### src/rtl/reorder_buffer.sv
// Circular reorder buffer: multi-lane dispatch, out-of-order writeback,
// in-order multi-lane retire with flush on a mispredicted/excepting entry.
module reorder_buffer #(
    parameter int ENTRIES      = 16,
    parameter int DISP_WIDTH   = 2,
    parameter int WB_PORTS     = 2,
    parameter int RETIRE_WIDTH = 2,
    parameter int AREG_W       = 5,
    parameter int PREG_W       = 6,
    localparam int IW          = $clog2(ENTRIES),
    localparam int CW          = $clog2(ENTRIES + 1)
) (
    input  logic                           clk,
    input  logic                           rst,
    input  logic [DISP_WIDTH-1:0]          disp_valid,
    input  logic [DISP_WIDTH*AREG_W-1:0]   disp_areg,
    input  logic [DISP_WIDTH*PREG_W-1:0]   disp_preg,
    input  logic [DISP_WIDTH-1:0]          disp_wb_en,
    input  logic [DISP_WIDTH*32-1:0]       disp_pc,
    output logic                           disp_ready,
    output logic [DISP_WIDTH*IW-1:0]       disp_idx,
    input  logic [WB_PORTS-1:0]            wb_valid,
    input  logic [WB_PORTS*IW-1:0]         wb_idx,
    input  logic [WB_PORTS*32-1:0]         wb_result,
    input  logic [WB_PORTS-1:0]            wb_mispred,
    input  logic [WB_PORTS-1:0]            wb_exception,
    output logic [RETIRE_WIDTH-1:0]        ret_valid,
    output logic [RETIRE_WIDTH*AREG_W-1:0] ret_areg,
    output logic [RETIRE_WIDTH*PREG_W-1:0] ret_preg,
    output logic [RETIRE_WIDTH-1:0]        ret_wb_en,
    output logic [RETIRE_WIDTH*32-1:0]     ret_result,
    output logic [RETIRE_WIDTH*32-1:0]     ret_pc,
    output logic                           flush,
    output logic [31:0]                    flush_pc,
    output logic [CW-1:0]                  count,
    output logic                           empty,
    output logic                           full
);

    logic [ENTRIES-1:0] e_valid, e_ready, e_mp, e_ex, e_wb_en;
    logic [AREG_W-1:0]  e_areg   [ENTRIES];
    logic [PREG_W-1:0]  e_preg   [ENTRIES];
    logic [31:0]        e_pc     [ENTRIES];
    logic [31:0]        e_result [ENTRIES];

    logic [IW-1:0] head, tail;
    logic [CW-1:0] count_q;

    logic [IW-1:0] disp_slot [DISP_WIDTH];
    logic [CW-1:0] disp_n;
    logic [IW-1:0] ret_slot  [RETIRE_WIDTH];
    logic [CW-1:0] ret_n;
    logic          ret_go;
    logic [WB_PORTS-1:0] wb_take;

    assign count = count_q;
    assign empty = (count_q == '0);
    assign full  = (count_q == CW'(ENTRIES));

    // Free space is judged on start-of-cycle occupancy only.
    assign disp_ready = (({1'b0, count_q} + (CW+1)'(DISP_WIDTH)) <= (CW+1)'(ENTRIES)) && !flush;

    always_comb begin
        disp_n   = '0;
        disp_idx = '0;
        for (int unsigned k = 0; k < DISP_WIDTH; k++) begin
            disp_slot[k] = tail + IW'(disp_n);
            disp_idx[k*IW +: IW] = disp_slot[k];
            disp_n = disp_n + CW'(disp_valid[k]);
        end
    end

    always_comb begin
        ret_valid  = '0;
        ret_areg   = '0;
        ret_preg   = '0;
        ret_wb_en  = '0;
        ret_result = '0;
        ret_pc     = '0;
        ret_n      = '0;
        ret_go     = 1'b1;
        flush      = 1'b0;
        flush_pc   = '0;
        for (int unsigned k = 0; k < RETIRE_WIDTH; k++) begin
            ret_slot[k] = head + IW'(k);
            ret_areg[k*AREG_W +: AREG_W] = e_areg[ret_slot[k]];
            ret_preg[k*PREG_W +: PREG_W] = e_preg[ret_slot[k]];
            ret_wb_en[k]                 = e_wb_en[ret_slot[k]];
            ret_result[k*32 +: 32]       = e_result[ret_slot[k]];
            ret_pc[k*32 +: 32]           = e_pc[ret_slot[k]];
            if (ret_go && e_valid[ret_slot[k]] && e_ready[ret_slot[k]]) begin
                ret_valid[k] = 1'b1;
                ret_n        = ret_n + CW'(1);
                // A mispredicted/excepting entry ends the group and flushes.
                if (e_mp[ret_slot[k]] || e_ex[ret_slot[k]]) begin
                    flush    = 1'b1;
                    flush_pc = e_pc[ret_slot[k]];
                    ret_go   = 1'b0;
                end
            end else begin
                ret_go = 1'b0;
            end
        end
    end

    // Lowest-numbered port wins when several target the same entry.
    always_comb begin
        for (int unsigned p = 0; p < WB_PORTS; p++) begin
            wb_take[p] = wb_valid[p] && e_valid[wb_idx[p*IW +: IW]];
            for (int unsigned q = 0; q < p; q++) begin
                if (wb_valid[q] && (wb_idx[q*IW +: IW] == wb_idx[p*IW +: IW]))
                    wb_take[p] = 1'b0;
            end
        end
    end

    always_ff @(posedge clk) begin
        if (rst || flush) begin
            e_valid <= '0;
            e_ready <= '0;
            e_mp    <= '0;
            e_ex    <= '0;
            head    <= '0;
            tail    <= '0;
            count_q <= '0;
        end else begin
            for (int unsigned p = 0; p < WB_PORTS; p++) begin
                if (wb_take[p]) begin
                    e_ready[wb_idx[p*IW +: IW]]  <= 1'b1;
                    e_result[wb_idx[p*IW +: IW]] <= wb_result[p*32 +: 32];
                    e_mp[wb_idx[p*IW +: IW]]     <= wb_mispred[p];
                    e_ex[wb_idx[p*IW +: IW]]     <= wb_exception[p];
                end
            end
            for (int unsigned k = 0; k < RETIRE_WIDTH; k++) begin
                if (ret_valid[k])
                    e_valid[ret_slot[k]] <= 1'b0;
            end
            if (disp_ready) begin
                for (int unsigned k = 0; k < DISP_WIDTH; k++) begin
                    if (disp_valid[k]) begin
                        e_valid[disp_slot[k]] <= 1'b1;
                        e_ready[disp_slot[k]] <= 1'b0;
                        e_mp[disp_slot[k]]    <= 1'b0;
                        e_ex[disp_slot[k]]    <= 1'b0;
                        e_wb_en[disp_slot[k]] <= disp_wb_en[k];
                        e_areg[disp_slot[k]]  <= disp_areg[k*AREG_W +: AREG_W];
                        e_preg[disp_slot[k]]  <= disp_preg[k*PREG_W +: PREG_W];
                        e_pc[disp_slot[k]]    <= disp_pc[k*32 +: 32];
                    end
                end
            end
            head    <= head + IW'(ret_n);
            tail    <= tail + (disp_ready ? IW'(disp_n) : '0);
            count_q <= count_q + (disp_ready ? disp_n : '0) - ret_n;
        end
    end

endmodule
### config.mk
export PLATFORM = sky130hd
export DESIGN_NAME = reorder_buffer
export DESIGN_NICKNAME = d
export VERILOG_FILES = /design/src/rtl/reorder_buffer.sv
export SDC_FILE = /design/constraint.sdc
export NUM_CORES = 2
export LEC_CHECK = 0
export CORE_ASPECT_RATIO = 1.75
export CORE_MARGIN = 3
export CORE_UTILIZATION = 35
export DETAILED_ROUTE_END_ITERATION = 12
export PLACE_DENSITY = 0.48
export RECOVER_POWER = 50
export SLEW_MARGIN = 40
export SYNTH_ARGS = -nofsm -noshare
export SYNTH_HDL_FRONTEND = slang
export SYNTH_SLANG_ARGS = --single-unit
### constraint.sdc
create_clock -name clk -period 16.5 [get_ports clk]
set_clock_uncertainty 0.15 [all_clocks]
set_input_delay 2.475 -clock clk [delete_from_list [all_inputs] [get_ports clk]]
set_output_delay 2.475 -clock clk [all_outputs]
set_load 0.005 [all_outputs]
Yosys cells after proc, flatten, opt, wreduce, memory -nomap -nowiden:

Memories as Yosys holds them, arrays and structs flattened. A register that Yosys moved wholly into a read port is not among the register bits.
Index checks and enable logic that the tools add are counted.

* add/sub/neg operators: 9
* $mul: 0
* divide/modulo/power cells: 0
* $lt $le $gt $ge: 13
* eq/ne operators: 2
* shifts and indexed selects: 0
* multiplexer cells: 117
* bitwise operators: 17
* reduce and logical (&&, ||, !) cells: 19

Operators by type and width (count)
* $mux 16: 40
* $and 16x16->16: 8
* $mux 32: 4
* $bwmux 16: 6
* $not 16->16: 4
* $or 16x16->16: 4
* $bmux 1 s4: 12
* $mux 1: 42
* $lt 4x5->1 const B: 6
* $demux 1 s4: 6
* $ge 4x1->1 const B: 6
* $mux 4: 4
* $logic_and 1x1->1: 13
* $add 5x2->6 const B: 1
* $le 6x5->1 const B: 1
* $add 5x1->5 const B: 1
* $add 5x2->5: 1
* $eq 5x5->1 const B: 1
* $logic_not 5->1: 1
* $mux 5: 1
* $sub 5x5->5: 1
* $add 4x1->4: 1
* $add 4x1->4 const B: 1
* $add 4x2->4: 1
* 8 further kinds: 11

* register bits: 93
* bits in latches: 0
* memory bits (writable): 1200
* bits in read-only memories: 0
* input port bits: 170
* output and inout port bits: 203
* logic and storage cells: 189
* memories kept: 4

Memory list
* e_pc: depth 16, width 32, rd ports 2, clocked after memory_dff 1, write ports 2, RTL line 43 `logic [31:0] e_pc [ENTRIES];`
* e_result: depth 16, width 32, rd ports 2, clocked after memory_dff 1, write ports 2, RTL line 44 `logic [31:0] e_result [ENTRIES];`
* e_preg: depth 16, width 6, rd ports 2, clocked after memory_dff 1, write ports 2, RTL line 42 `logic [PREG_W-1:0] e_preg [ENTRIES];`
* e_areg: depth 16, width 5, rd ports 2, clocked after memory_dff 1, write ports 2, RTL line 41 `logic [AREG_W-1:0] e_areg [ENTRIES];`

Longest topological paths before layout:

* depth in word-level cells: 20
* mapped depth: 20
* mapped depth without buffers: 18

Worst setup path before layout:

OpenSTA, ideal clock, no wires.

* path type: input -> register
* start point: input port disp_valid[0]
* end point: memory e_areg[12][0] (enable)
* library setup time: 0.458 ns
* data arrival time: 5.749 ns
* required time: 15.892 ns
* path slack: 10.143 ns
* cell stages on the path: 5
* path buffers: 0
* path through: ha_1 > ha_1 > nor3b_1 > nand2_1 > a21oi_1

RTL lines
* start: declaration: RTL line 15 `input logic [DISP_WIDTH-1:0] disp_valid,`
* end: declaration: RTL line 41

==> results.yml <==
clocking:
  cts_tree: "yes"
  cts_post_setup_buffers_inserted: 0
  cts.path.max_buffers: 4
  hold_buffer_count_at_cts: 0
  cts.reportedPaths.clkPinSlew_ns: 0.07
  post_cts_resize_count: 0
  clockRootBuffer: "clkbuf_16"
  htree_num_levels: 4
  worstSkewPairLatency_ns: 0.81
  cts.sinks: 1293
  cts_inserted_buffers: 148
logic_synthesis:
  postSynthCellCount: 4403
  mappedNetlistArea_um2: 75840
  ys_seq_area_share_pct: 50.18
  synth_top_area_share_pct: 48.15
  ys_top_cells_by_count: "1,216 x edfxtp_1, 787 x mux2_2, 778 x mux4_2"
  synth_cell_types: 75
  synth_most_common_cell: "edfxtp_1"
  syn_avg_cell_area_um2: 17.22
  ys.flop_type: "edfxtp_1"
  synth_async_sr_flop_share_pct: 0
  synth_enable_flop_cells: 1216
  ys.warnings.count: 0
  synth.ff_latch_count: 1293
  postSynthNetCount: 4596
  synth_largest_area_cell: "edfxtp_1"
  netlist_top_cells_area: "edfxtp_1 48%, mux4_2 23%, mux2_2 12%, mux2_1 6.2%, dfxtp_1 2.0%"
route:
  route.antenna.remaining_nets: 0
  routed-via-count: 45440
  drt-pass1-iter-count: 5
  drt_iter0_markers: 3999
  detail_route.vias_per_cell: 6.020
  route.detailed.drc: 0
  wl_per_cell_um: 36.79
  wirelength_mm: 277.7
worst_setup_path:
  reg2reg_from: "head[0]$_SDFF_PP0_"
  critical_path_peak_fanout: 52
  cp-start-kind: "register"
  cp.required_ns: 16.87
  endpoint_class_of_the_critical_path: "register"
  critPathKind: "reg -> reg"
  timing.critical_path.from: "head[0]$_SDFF_PP0_"
  critical_path_arrival_ns: 12.07
grt:
  grt-busiest-layer: "met2"
  groute.layer.met1.usage_pct: 30.30
  grt_start_max_net_pins: 89
  grt_met2_use_pct: 44.26
  grt_pass1_vias: 48490
  antenna_violations_before_repair: 36
  overflow: 0
  use_met3_pct: 4.506
  total_routing_usage_reported_by_global_routing_pct: 24.75
  first_pass_grt_wire_length_mm: 390.2
run_status:
  violations: "max-capacitance violations, max-slew violations"
  outcome: "finished with violations"
final_layout:
  finish.net_count: 4786
  postLayoutCoreUtil_pct: 40.26
  post_route_cells_drive_above_1_share_pct: 40.57
  area_growth_pct: 14.19
run:
  max_cap_violations: 34
sta:
  final.setup.tns_ns: 0
  period_share_pct: 70.91
  max_freq_ghz: 0.08547
  worst_pin_slew_ns: 3.952
  rsz0062_at_grt: "no"
  number_of_failing_setup_endpoints_in_the_final_timing_report: 0
  relative_slew_slack_pct: -163.5
  finalCriticalPeriod_ns: 11.70
  final_hold_viol_count: 0
  final_max_slew_viol_count: 876
  fin_hold_ws_ns: 0.3300
min_path:
  min_path_type: "reg -> reg"
  holdCritStartpoint: "e_ready[1]$_SDFF_PP0_"
floorplan:
  floorplan.rows: 225
  pin_count: 373
  coreArea_um2: 215100
  floorplan.initialDensity_pct: 35.26
  dieArea_um2: 222500
  die_w_um: 357.9
  die_height_um: 621.8
power:
  p_leak_nw: 26.05
  pwr_density_cell_nw_per_um2: 112.0
  vdd.ir_drop.worst_v: 0.00007077
placement:
  dp.final_hpwl_mm: 164.8
  gp_congestion: 0.8095
  port_buffers: 372
==> registers in the layout (all words and copies together) (netlist names) <==
register  cells
count         5
e_areg       80
e_ex         16
e_mp         16
e_pc        512
e_preg       96
e_ready      16
e_result    512
e_valid      16
e_wb_en      16
head          4
tail          4
==> routing by layer <==
layer / vias up / part of all wire, %
li1: 18660 / -
met1: 24800 / 39
met2: 1466 / 52
met3: 469 / 5.8
met4: 44 / 3.2
met5: - / 0.095
==> layout by cell type, fill, tap and decap left out, types with 32 or more instances in the layout <==
master           instances
mux2i_1                 52
clkbuf_1                90
edfxtp_1              1216
nor2_1                  93
clkbuf_16              150
a22o_1                  32
dfxtp_1                 74
buf_4                   40
mux4_2                 778
buf_6                   40
mux2_2                 787
a21oi_1                 65
mux2_1                 416
clkdlybuf4s50_1        352
nand2_1                115
==> worst paths after layout <==
kind	end	slack (ns)	cells past startpoint
worst min-delay path	e_ready[1]$_SDFF_PP0_	0.33	2
worst min register to register	e_ready[1]$_SDFF_PP0_	0.33	2
worst max-delay path	e_result[14][23]$_DFFE_PP_	4.80	12
worst max register to register	e_result[14][23]$_DFFE_PP_	4.80	12
==> kinds of logic after synthesis <==
| group | after synthesis | share of synthesized area, % |
|---|---|---|
| and+or+nand+nor | 317 | 2.219 |
| buffers and inverters | 518 | 3.286 |
| AOI/OAI and AO/OA | 200 | 1.963 |
| xor gates and xnor gates | 19 | 0.2788 |
| DFF | 1293 | 50.18 |
| muxes | 2033 | 41.65 |
| adders and majority gates | 23 | 0.4191 |
==> stage by stage <==
stage	total power, mW	setup slack [ns]	cells	instance area (um^2)
after floorplan	5.552	10.14	4403	75840
after global placement	6.557	8.023	7239	82060
after detailed placement	6.607	8.380	7276	83010
after CTS	9.877	7.471	7531	87510
after global routing	10.09	4.000	7537	86570
final	9.698	4.800	7548	86600
==> worst max-delay path, stage by stage (launching register included) <==
cell and delay (ns):
dfxtp_1 1.84, inv_1 0.46, ha_1 1.94, inv_1 0.50, mux4_2 0.61, a2111oi_0 0.77
a32oi_1 0.22, o21ai_0 0.52, a21o_4 0.49, clkbuf_1 2.75, nor4_4 0.08, buf_4 0.50
mux2_2 0.41
==> power by group <==
group          internal (mW)  switching, mW  total (mW)
sequential              3.72         0.0771        3.80
clock                   1.83           1.42        3.24
combinational           1.39           1.27        2.66
total                   6.93           2.76        9.70
==> layout make-up <==
class / count / area (um^2)
Tap cell: 2837 / 3550
Inverter: 34 / 130.1
Multi-Input combinational cell: 2592 / 35350
Timing Repair Buffer: 524 / 4971
Clock buffer: 182 / 3884
Sequential cell: 1293 / 38070
Clock inverter: 73 / 618.1
Antenna cell: 13 / 32.53
Fill cell: 19750 / 128500
Power figures use the tool's default switching activity.
